===== src/rtl/lcd_status_display.sv =====
// lcd_status_display: write-only HD44780 controller for the DE2 16x2 LCD.
// Runs the power-on init itself, then redraws a status line and a hex value
// line whenever the status flags or DATA differ from the last drawn snapshot.
module lcd_status_display #(
    parameter int unsigned DATA_W      = 32,
    parameter int unsigned POWERON_CYC = 1_000_000,
    parameter int unsigned SETUP_CYC   = 4,
    parameter int unsigned PULSE_CYC   = 25,
    parameter int unsigned WAIT_CYC    = 2_500,
    parameter int unsigned CLEAR_CYC   = 100_000
) (
    input  logic              iCLK,
    input  logic              iRST_N,
    input  logic              isHalt,
    input  logic              isBios,
    input  logic              isTransf,
    input  logic              isInsert,
    input  logic [DATA_W-1:0] DATA,
    output logic [7:0]        LCD_DATA,
    output logic              LCD_RS,
    output logic              LCD_E,
    output logic              LCD_RW,
    output logic              LCD_ON,
    output logic              LCD_BLON,
    output logic              oREADY,
    output logic              oBUSY
);

    localparam int unsigned NDIG    = DATA_W / 4;
    localparam int unsigned SNAP_W  = DATA_W + 4;
    localparam int unsigned MAX_A   = (POWERON_CYC > CLEAR_CYC) ? POWERON_CYC : CLEAR_CYC;
    localparam int unsigned MAX_B   = (WAIT_CYC > PULSE_CYC) ? WAIT_CYC : PULSE_CYC;
    localparam int unsigned MAX_C   = (MAX_B > SETUP_CYC) ? MAX_B : SETUP_CYC;
    localparam int unsigned MAX_CYC = (MAX_A > MAX_C) ? MAX_A : MAX_C;
    localparam int unsigned CNT_W   = $clog2(MAX_CYC + 1);

    localparam logic [CNT_W-1:0] PWRON_LAST = CNT_W'(POWERON_CYC - 1);
    localparam logic [CNT_W-1:0] SETUP_LAST = CNT_W'(SETUP_CYC - 1);
    localparam logic [CNT_W-1:0] PULSE_LAST = CNT_W'(PULSE_CYC - 1);
    localparam logic [CNT_W-1:0] WAIT_LAST  = CNT_W'(WAIT_CYC - 1);
    localparam logic [CNT_W-1:0] CLEAR_LAST = CNT_W'(CLEAR_CYC - 1);

    // 16-character lines, first character in the top byte
    localparam logic [127:0] TXT_HALT   = {"HALT", {12{8'h20}}};
    localparam logic [127:0] TXT_BIOS   = {"BIOS", {12{8'h20}}};
    localparam logic [127:0] TXT_TRANSF = {"TRANSFER", {8{8'h20}}};
    localparam logic [127:0] TXT_INSERT = {"INSERT DATA", {5{8'h20}}};
    localparam logic [127:0] TXT_RUN    = {"RUNNING", {9{8'h20}}};
    localparam logic [127:0] TXT_L2     = {"0x", {14{8'h20}}};

    typedef enum logic [2:0] {S_PWRON, S_INIT, S_SNAP, S_FRAME, S_IDLE} state_t;
    typedef enum logic [1:0] {W_SETUP, W_PULSE, W_WAIT} wphase_t;

    state_t             state_q;
    wphase_t            wph_q;
    logic [CNT_W-1:0]   cnt_q;
    logic [5:0]         idx_q;
    logic [SNAP_W-1:0]  snap_q;

    logic [5:0]         nxt_idx_d;
    logic [127:0]       line1_d;
    logic [127:0]       line2_d;
    logic [3:0]         pos1_d;
    logic [3:0]         pos2_d;
    logic [7:0]         frame_byte_d;
    logic               frame_rs_d;
    logic [7:0]         init_byte_d;
    logic [CNT_W-1:0]   wait_last_d;
    logic [SNAP_W-1:0]  live_d;

    assign LCD_RW   = 1'b0;
    assign LCD_ON   = 1'b1;
    assign LCD_BLON = 1'b1;

    function automatic logic [7:0] hex_char(input logic [3:0] nib);
        hex_char = (nib < 4'd10) ? (8'h30 + {4'h0, nib}) : (8'h37 + {4'h0, nib});
    endfunction

    // Byte/RS of the next write and the wait length of the current one
    always_comb begin
        nxt_idx_d = idx_q + 6'd1;
        live_d    = {isHalt, isBios, isTransf, isInsert, DATA};

        if (snap_q[SNAP_W-1])      line1_d = TXT_HALT;
        else if (snap_q[SNAP_W-2]) line1_d = TXT_BIOS;
        else if (snap_q[SNAP_W-3]) line1_d = TXT_TRANSF;
        else if (snap_q[SNAP_W-4]) line1_d = TXT_INSERT;
        else                       line1_d = TXT_RUN;

        line2_d = TXT_L2;
        for (int unsigned n = 0; n < NDIG; n++) begin
            line2_d[8*(13-n) +: 8] = hex_char(snap_q[4*(NDIG-1-n) +: 4]);
        end

        // write index 0 = 0x80, 1..16 = line 1, 17 = 0xC0, 18..33 = line 2
        pos1_d       = 4'(nxt_idx_d - 6'd1);
        pos2_d       = 4'(nxt_idx_d - 6'd18);
        frame_rs_d   = 1'b1;
        if (nxt_idx_d <= 6'd16) begin
            frame_byte_d = line1_d[{~pos1_d, 3'b000} +: 8];
        end else if (nxt_idx_d == 6'd17) begin
            frame_byte_d = 8'hC0;
            frame_rs_d   = 1'b0;
        end else begin
            frame_byte_d = line2_d[{~pos2_d, 3'b000} +: 8];
        end

        case (nxt_idx_d[1:0])
            2'd1:    init_byte_d = 8'h0C;
            2'd2:    init_byte_d = 8'h01;
            2'd3:    init_byte_d = 8'h06;
            default: init_byte_d = 8'h38;
        endcase

        wait_last_d = (state_q == S_INIT && idx_q == 6'd2) ? CLEAR_LAST : WAIT_LAST;
    end

    // Sequencer: power-on wait, init commands, snapshot, frame writes, idle compare
    always_ff @(posedge iCLK or negedge iRST_N) begin
        if (!iRST_N) begin
            state_q  <= S_PWRON;
            wph_q    <= W_SETUP;
            cnt_q    <= '0;
            idx_q    <= '0;
            snap_q   <= '0;
            LCD_DATA <= 8'h00;
            LCD_RS   <= 1'b0;
            LCD_E    <= 1'b0;
            oREADY   <= 1'b0;
            oBUSY    <= 1'b1;
        end else begin
            case (state_q)
                S_PWRON: begin
                    if (cnt_q == PWRON_LAST) begin
                        state_q  <= S_INIT;
                        wph_q    <= W_SETUP;
                        cnt_q    <= '0;
                        idx_q    <= '0;
                        LCD_DATA <= 8'h38;
                        LCD_RS   <= 1'b0;
                    end else begin
                        cnt_q <= cnt_q + CNT_W'(1);
                    end
                end

                S_INIT, S_FRAME: begin
                    case (wph_q)
                        W_SETUP: begin
                            if (cnt_q == SETUP_LAST) begin
                                wph_q <= W_PULSE;
                                cnt_q <= '0;
                                LCD_E <= 1'b1;
                            end else begin
                                cnt_q <= cnt_q + CNT_W'(1);
                            end
                        end
                        W_PULSE: begin
                            if (cnt_q == PULSE_LAST) begin
                                wph_q <= W_WAIT;
                                cnt_q <= '0;
                                LCD_E <= 1'b0;
                            end else begin
                                cnt_q <= cnt_q + CNT_W'(1);
                            end
                        end
                        default: begin
                            if (cnt_q == wait_last_d) begin
                                wph_q <= W_SETUP;
                                cnt_q <= '0;
                                if (state_q == S_INIT) begin
                                    if (idx_q == 6'd3) begin
                                        state_q <= S_SNAP;
                                        oREADY  <= 1'b1;
                                    end else begin
                                        idx_q    <= nxt_idx_d;
                                        LCD_DATA <= init_byte_d;
                                        LCD_RS   <= 1'b0;
                                    end
                                end else begin
                                    if (idx_q == 6'd33) begin
                                        state_q <= S_IDLE;
                                        oBUSY   <= 1'b0;
                                    end else begin
                                        idx_q    <= nxt_idx_d;
                                        LCD_DATA <= frame_byte_d;
                                        LCD_RS   <= frame_rs_d;
                                    end
                                end
                            end else begin
                                cnt_q <= cnt_q + CNT_W'(1);
                            end
                        end
                    endcase
                end

                S_SNAP: begin
                    snap_q   <= live_d;
                    state_q  <= S_FRAME;
                    wph_q    <= W_SETUP;
                    cnt_q    <= '0;
                    idx_q    <= '0;
                    LCD_DATA <= 8'h80;
                    LCD_RS   <= 1'b0;
                end

                S_IDLE: begin
                    if (live_d != snap_q) begin
                        state_q <= S_SNAP;
                        oBUSY   <= 1'b1;
                    end
                end

                default: state_q <= S_PWRON;
            endcase
        end
    end

endmodule


===== config.mk =====
export PLATFORM = sky130hd
export DESIGN_NAME = lcd_status_display
export DESIGN_NICKNAME = d
export VERILOG_FILES = /design/src/rtl/lcd_status_display.sv
export SDC_FILE = /design/constraint.sdc
export NUM_CORES = 1
export LEC_CHECK = 0
export BUFFER_PORTS_ARGS = -buffer_cell sky130_fd_sc_hd__buf_4
export CORE_ASPECT_RATIO = 1.1
export CORE_UTILIZATION = 35
export CTS_BUF_LIST = sky130_fd_sc_hd__clkbuf_2
export CTS_CLUSTER_DIAMETER = 120
export CTS_CLUSTER_SIZE = 28
export DETAILED_ROUTE_END_ITERATION = 12
export HOLD_SLACK_MARGIN = 0.06
export RECOVER_POWER = 100
export SYNTH_ARGS = -nofsm -noshare
export SYNTH_HDL_FRONTEND = slang
export SYNTH_SLANG_ARGS = --single-unit

===== constraint.sdc =====
create_clock -name iCLK -period 3.5 [get_ports iCLK]
set_input_delay 0.525 -clock iCLK [delete_from_list [all_inputs] [get_ports iCLK]]
set_output_delay 0.525 -clock iCLK [all_outputs]
set_load 0.01 [all_outputs]

==> results of run 1 <==
## per-layer routing
metal	share of wire [%]	global-route usage, %
met1	48	27.8
met2	46	30.9
met3	4.7	2.83
met4	1.9	7.18
met5	0	0
## synth_stat cells, drive strengths merged, types with 9 or more instances
library cell	n
nor2	47
xnor2	24
nand4	14
dfrtp	78
nor3	28
clkbuf	53
xor2	38
o21ai	65
a21oi	57
buf	11
nor4	21
nand3	31
nor2b	14
mux2	19
o31ai	9
inv	36
nand2	79
a211oi	13
ha	18
a31oi	10
## state kept, by name (all words and copies together), names as in the netlist
register  flops
LCD_RS        1
snap_q       36
LCD_DATA      8
cnt_q        20
oREADY        1
oBUSY         1
state_q       3
LCD_E         1
wph_q         2
idx_q         6
## worst paths after layout
check | to | depth (start not counted)
max | LCD_DATA[5]$_DFFE_PN0P_ | 7
min | snap_q[4]$_DFFE_PN0N_ | 3
max reg2reg | LCD_DATA[5]$_DFFE_PN0P_ | 7
min reg2reg | oREADY$_DFFE_PN0P_ | 1
max in group asynchronous | snap_q[8]$_DFFE_PN0N_ | 3
min in group asynchronous | cnt_q[8]$_DFFE_PN0P_ | 2
## cells by family (layout without fill, tap and decap cells)
logic type      count (synthesis)  count (layout)  synth area share (%)
buf+inv                       100             125                  6.28
fa+ha+maj                      18              18                  3.64
other cells                     2               4                 0.121
flops                          79              79                  31.9
compound gates                208             208                  20.9
simple gates                  284             284                  23.6
mux                            27              27                  4.75
xor+xnor                       62              62                  8.77
## power by group through the flow
stage                     Sequential (mW)  Clock, mW  Combinational (mW)
after detailed placement             1.04          0               0.272
after floorplan                     0.980          0               0.215
after CTS                            1.02      0.518               0.275
after global placement               1.03          0               0.271
final                                1.02      0.506               0.270
after global routing                 1.03      0.548               0.302
## tightest hold or removal path, stage by stage
cell	delay, ns
sky130_fd_sc_hd__buf_4	0.09
sky130_fd_sc_hd__nand2_1	0.04
sky130_fd_sc_hd__o21ai_0	0.06
## cell type report
type / count / share of cell area, %
sequential: 79 / 29.1
timing repair buffer: 73 / 7.20
clock inverter: 7 / 0.790
inverter: 36 / 1.98
antenna: 1 / 0.0368
clock buffer: 9 / 0.662
tap: 234 / 4.30
multi-input combinational: 602 / 56.0
## repair_timing
| action | in CTS | in global routing |
|---|---|---|
| hold buffers | 1 | 0 |
| endpoints found under the setup margin | 0 | 0 |
| hold endpoints to repair | 20 | 0 |
==> reports/results.md, run 1 <==
| Metric | Value |
|:---|:---|
| Die Height | 142 um |
| Slowest cell on the critical path | sky130_fd_sc_hd__or4_4 |
| Number of storage elements in the synthesis netlist | 79 |
| Multi-input gate area | 0.00381 mm^2 |
| Number of ports placed on the die boundary | 53 |
| Achievable Freq | 313 MHz |
| Type of the worst setup path | register to register |
| Final non-filler cell total | 1041 |
| Worst setup path startpoint | cnt_q[12]$_DFFE_PN0P_ |
| Critical path launch point type | register |
| Reported net switching power | 0.624 mW |
| Number of warnings reported in the yosys synthesis log | 0 |
| Path type of the worst min-delay path | input pin to register |
| Most common cell after layout, fill and taps aside | sky130_fd_sc_hd__nand2_1 |
| Arrival @ worst endpoint | 3.75 ns |
| Most used flip-flop cell after synthesis | sky130_fd_sc_hd__dfrtp_1 |
| RePlAce Congestion | 0.852 |
| Number of detailed-route iterations in the first pass | 8 |
| Overall power of the completed layout | 1.80 mW |
| Sequential-to-total area share from yosys stat | 31.9% |
| Layout Utilization | 39.7% |
| Count of maximum capacitance violations | 1 |
| Routed wire length | 17100 um |
| Via total after detailed routing | 5819 |
| Endpoint required time on the critical path | 4.06 ns |
| Die area | 0.0182 mm^2 |
| Htree depth | 3 |
| Slew margin rel. | -0.555% |
| Largest cells by area after synthesis | sky130_fd_sc_hd__dfrtp_1 32%, sky130_fd_sc_hd__xor2_1 5.4%, sky130_fd_sc_hd__o21ai_0 5.3% |
| Number of global-route vias before repair | 5385 |
| Remaining global-route overflow | 0 |
| Final clock skew | 0.0446 ns |
| Worst IR drop on VDD | 0.140 mV |
| Combinational share of power | 15.0% |
| Result of the run | complete, but fails checks |
| Most frequent cells in the layout | 79 x sky130_fd_sc_hd__nand2_1, 77 x sky130_fd_sc_hd__dfrtp_1, 65 x sky130_fd_sc_hd__o21ai_0 |
| Ratio of total power to cell area | 264 mW/mm^2 |
| Clock root cell | sky130_fd_sc_hd__clkbuf_2 |
| Detail-routed net length per standard cell | 16.4 um |
| Cells after synthesis | 780 |
| Fin crit share | 91.2% |
| Clock tree from TritonCTS | built |
| Hold Path Origin | DATA[4] |
| Sw Share | 34.7% |
| Antenna violations before repair | 1 |
| Cell count after placement | 1023 |
| Number of sinks driven by the clock tree | 79 |
| Skew-Pair Late Insertion Delay | 0.65 ns |
| Total routing resource utilization after global routing | 19.8% |
| Maximum fanout along the worst path | 7 |
| Final number of max-transition violations | 29 |
| Fraction of synthesized cell area taken by the top area cell type | 31.5% |
| Drc violations | 0 |
| Average instance area after synthesis | 7.94 um^2 |
| Number of gates resized after CTS | 0 |
| Post-detailed-placement half-perimeter wirelength | 12600 um |
| Post-detailed-route via-to-cell ratio | 5.59 |
| Count of buffer and inverter cells on the critical path | 0 |
| Placeable core region | 0.0171 mm^2 |
| Number of distinct library cell variants in the gate-level netlist after synthesis | 66 |
| DRT antenna net count | 0 |
| Crit-path cells | or4_4 -> nor4_1 -> o2111ai_1 -> a2111o_1 -> a211oi_1 -> o21ai_0 -> o22a_1 |
| Reg clk slew, reported paths | 0.29 ns |
| Horizontal die dimension | 129 um |
| Summed instance area of the synthesized netlist | 0.00619 mm^2 |
| Post-route minimum period | 3.19 ns |
| Register share of total power | 56.8% |
| Total negative setup slack | 0 ns |
| Actual transition at the worst max-transition pin | 1.51 ns |
| Filler cell count | 1871 |
| RSZ-0062 raised after global routing | false |
| Total setup buffers inserted after CTS | 0 |
| Register-to-register setup slack | 0.31 ns |
| Area of placed instances | 0.00679 mm^2 |
| Number of DRC violations after detailed-routing iteration 0 | 425 |
| Category of cells accounting for the largest share of critical-path delay | compound AO/OA/AOI/OAI gates |
| Launch instance of the worst register-to-register path | cnt_q[12]$_DFFE_PN0P_ |
| Post-route standard cell area excluding fillers | 0.00681 mm^2 |
| Nets@finish | 857 |
| Largest net degree at the start of global routing | 34 |
| Least setup slack across all paths after layout | 0.308 ns |
| CTS max path bufs | 2 |
| Initial standard-cell utilization of the core | 36.1% |
| Failing checks | max-capacitance violations, max-slew violations |
| Most area-hungry cell type in the Yosys netlist | sky130_fd_sc_hd__dfrtp_1 |
| Post-synthesis to final-layout area growth | 9.92% |
| DP Worst Slack | 0.512 ns |
| Internal Power | 1.17 mW |
| Number of enable-type register cells in the synthesized netlist | 0 |
| Share of flip-flops with an asynchronous set or reset | 100% |
| Worst hold slack | 0.0857 ns |
| Std cell rows | 50 |
| Flip-flop and latch area | 0.00198 mm^2 |
| Clock buffers created by TritonCTS | 9 |
| Wire length of the first global-routing pass | 28200 um |
| Final hold viol count | 0 |
| Power share of the clock group | 28.2% |
| Critical Path Sink Type | register |
| Count of input and output buffers | 49 |
| Leakage power total | 2.73 nW |
| Number of failing setup endpoints in the final timing report | 0 |
| Fraction of final layout cells sized beyond drive strength 1 | 12.9% |
| Largest incremental delay on the critical path | 0.55 ns |
(Power assumes the default switching activity.)
==> run 2, diff against run 1 <==
CORE_MARGIN = 4   (was not set)
==> run 2 against run 1 <==
  * Clock power grew 5.7%
  * Critical endpoint is now snap_q[22]$_DFFE_PN0N_
  * Non-clock buffer count is 2 higher
  * Register-to-register slack better by 0.02 ns
  * Cell area up 0.48%
  * The run now ends clean
==> reports/results.md, run 2 (synthesized netlist as in run 1, its figures left out) <==
| Metric | Value | vs previous |
|:---|:---|:---|
| Htree depth | 3 | unchanged |
| Slew margin rel. | 20.9% | +21 points |
| Registers with the highest flip-flop counts | snap_q x36, cnt_q x20, LCD_DATA x8 |  |
| Post-detailed-placement half-perimeter wirelength | 12900 um | +1.9% |
| Number of failing setup endpoints in the final timing report | 0 | unchanged |
| Most frequent cells in the layout | 79 x sky130_fd_sc_hd__nand2_1, 77 x sky130_fd_sc_hd__dfrtp_1, 65 x sky130_fd_sc_hd__o21ai_0 |  |
| Std cell rows | 50 | unchanged |
| Number of global-route vias before repair | 5469 | +1.6% |
| Area of placed instances | 0.00679 mm^2 | +0.11% |
| Clock tree from TritonCTS | built |  |
| Achievable Freq | 315 MHz | +0.48% |
| Final number of max-transition violations | 0 | -100% |
| Endpoint required time on the critical path | 3.97 ns | -0.09 ns |
| Wire length of the first global-routing pass | 28700 um | +1.9% |
| RePlAce Congestion | 0.847 | -0.55% |
| Remaining global-route overflow | 0 | unchanged |
| Count of hold buffers inserted by post-cts repair | 1 | unchanged |
| Number of detailed-route iterations in the first pass | 5 | -3 |
| Flip-flop count of the largest register after layout | 36 | unchanged |
| Clock buffers created by TritonCTS | 9 | unchanged |
| Combinational share of power | 14.8% | -0.2 points |
| Antenna violations before repair | 1 | unchanged |
| Routed wire length | 17400 um | +1.8% |
| Initial standard-cell utilization of the core | 36.0% | -0.13 points |
| Detail-routed net length per standard cell | 16.7 um | +1.6% |
| RSZ-0062 raised after global routing | false |  |
| Number of sinks driven by the clock tree | 79 | unchanged |
| CTS max path bufs | 2 | unchanged |
| Post-synthesis to final-layout area growth | 10.4% |  |
| Horizontal die dimension | 135 um | +4.7% |
| Sw Share | 31.9% | -2.8 points |
| Post-route standard cell area excluding fillers | 0.00684 mm^2 | +0.48% |
| Nets@finish | 859 | +0.23% |
| Critical path launch point type | register |  |
| Leakage power total | 2.75 nW | +0.52% |
| Ratio of total power to cell area | 267 mW/mm^2 | +1.1% |
| Most common cell after layout, fill and taps aside | sky130_fd_sc_hd__nand2_1 |  |
| Fin crit share | 90.8% | -0.44 points |
| Count of input and output buffers | 49 | unchanged |
| Via total after detailed routing | 5762 | -0.98% |
| Power share of the clock group | 29.3% | +1.1 points |
| Critical Path Sink Type | register |  |
| Actual transition at the worst max-transition pin | 1.19 ns | -0.322 ns |
| Drc violations | 0 | unchanged |
| Register bank with the most flops | snap_q |  |
| Worst hold slack | 0.144 ns | +0.0587 ns |
| Die area | 0.0199 mm^2 | +9.1% |
| Final clock skew | 0.0283 ns | -0.0163 ns |
| Post-detailed-route via-to-cell ratio | 5.52 | -1.2% |
| Reg clk slew, reported paths | 0.25 ns | -0.04 ns |
| Total routing resource utilization after global routing | 17.8% | -2.0 points |
| Type of the worst setup path | register to register |  |
| Count of maximum capacitance violations | 0 | -1 |
| Arrival @ worst endpoint | 3.65 ns | -0.10 ns |
| Path type of the worst min-delay path | input pin to register |  |
| Register share of total power | 55.9% | -0.9 points |
| Largest net degree at the start of global routing | 46 | +35% |
| Clock root cell | sky130_fd_sc_hd__clkbuf_2 |  |
| Post-route minimum period | 3.18 ns | -0.0153 ns |
| Number of ports placed on the die boundary | 53 | unchanged |
| Number of gates resized after CTS | 0 | unchanged |
| Total setup buffers inserted after CTS | 0 | unchanged |
| Die Height | 148 um | +4.2% |
| Total negative setup slack | 0 ns | unchanged |
| Result of the run | complete, no violations |  |
| Skew-Pair Late Insertion Delay | 0.58 ns | -0.07 ns |
| Maximum fanout along the worst path | 25 | +18 |
| Final hold viol count | 0 | unchanged |
| Placeable core region | 0.0172 mm^2 | +0.37% |
| DRT antenna net count | 0 | unchanged |
| Reported net switching power | 0.582 mW | -6.7% |
| Fraction of final layout cells sized beyond drive strength 1 | 12.3% | -0.65 points |
| Worst IR drop on VDD | 0.210 mV | +50% |
| Internal Power | 1.24 mW | +5.9% |
| Layout Utilization | 39.8% | +0.045 points |
| Number of DRC violations after detailed-routing iteration 0 | 615 | +45% |
## run 2: final cells by class
| cell class | count | area [um^2] |
|---|---|---|
| fillers | 1823 | 10400 |
| multi-input cells | 602 | 3830 |
| flip-flops and latches | 79 | 1980 |
| repair buffers | 75 | 490 |
| well taps | 234 | 293 |
| inverters | 36 | 135 |
| clock inverters | 7 | 70.1 |
| clock buffers | 9 | 45.0 |
| diodes | 1 | 2.50 |
## run 2: power by group through the flow
stage	registers (mW)	clock network (mW)	logic [mW]
after floorplan	0.980	0	0.215
after global placement	1.03	0	0.269
after detailed placement	1.03	0	0.270
after CTS	1.02	0.558	0.273
after global routing	1.03	0.606	0.303
final	1.02	0.535	0.270
## run 2: final timing paths
| path | start | to | slack, ns | cells past startpoint |
|---|---|---|---|---|
| max in group asynchronous | iRST_N | idx_q[2]$_DFFE_PN0P_ | 1.55 | 3 |
| worst max register to register | state_q[2]$_DFFE_PN0P_ | snap_q[22]$_DFFE_PN0N_ | 0.32 | 7 |
| min in group asynchronous | iRST_N | cnt_q[2]$_DFFE_PN0P_ | 0.45 | 2 |
| worst min-delay path | DATA[4] | snap_q[4]$_DFFE_PN0N_ | 0.14 | 3 |
| worst max-delay path | state_q[2]$_DFFE_PN0P_ | snap_q[22]$_DFFE_PN0N_ | 0.32 | 7 |
| worst min register to register | oREADY$_DFFE_PN0P_ | oREADY$_DFFE_PN0P_ | 0.51 | 1 |
## run 2: layer usage
layer	global-route usage, %	part of all wire (%)	vias to the layer above	routed length, um
met5	0	0	-	0
met1	25.1	47	2719	8200
met4	4.53	1.4	0	244
li1	-	-	2851	-
met3	3.57	5.1	24	893
met2	27.9	46	168	8080
## run 2: critical path: stages, from the launching register on
cell                       delay, ns
sky130_fd_sc_hd__dfrtp_1        0.46
sky130_fd_sc_hd__buf_4          0.23
sky130_fd_sc_hd__inv_1          0.10
sky130_fd_sc_hd__clkbuf_1       0.33
sky130_fd_sc_hd__nand2_1        0.15
sky130_fd_sc_hd__nor2_1         0.51
sky130_fd_sc_hd__clkbuf_1       0.85
sky130_fd_sc_hd__mux2_2         0.42
## run 2: metrics by stage
step	power, mW	std cells	setup WS (ns)
final	1.83	1043	0.324
after global routing	1.94	1043	0.157
after CTS	1.85	1041	0.578
after detailed placement	1.30	1024	0.626
after global placement	1.30	1024	0.581
after floorplan	1.20	781	0.0212
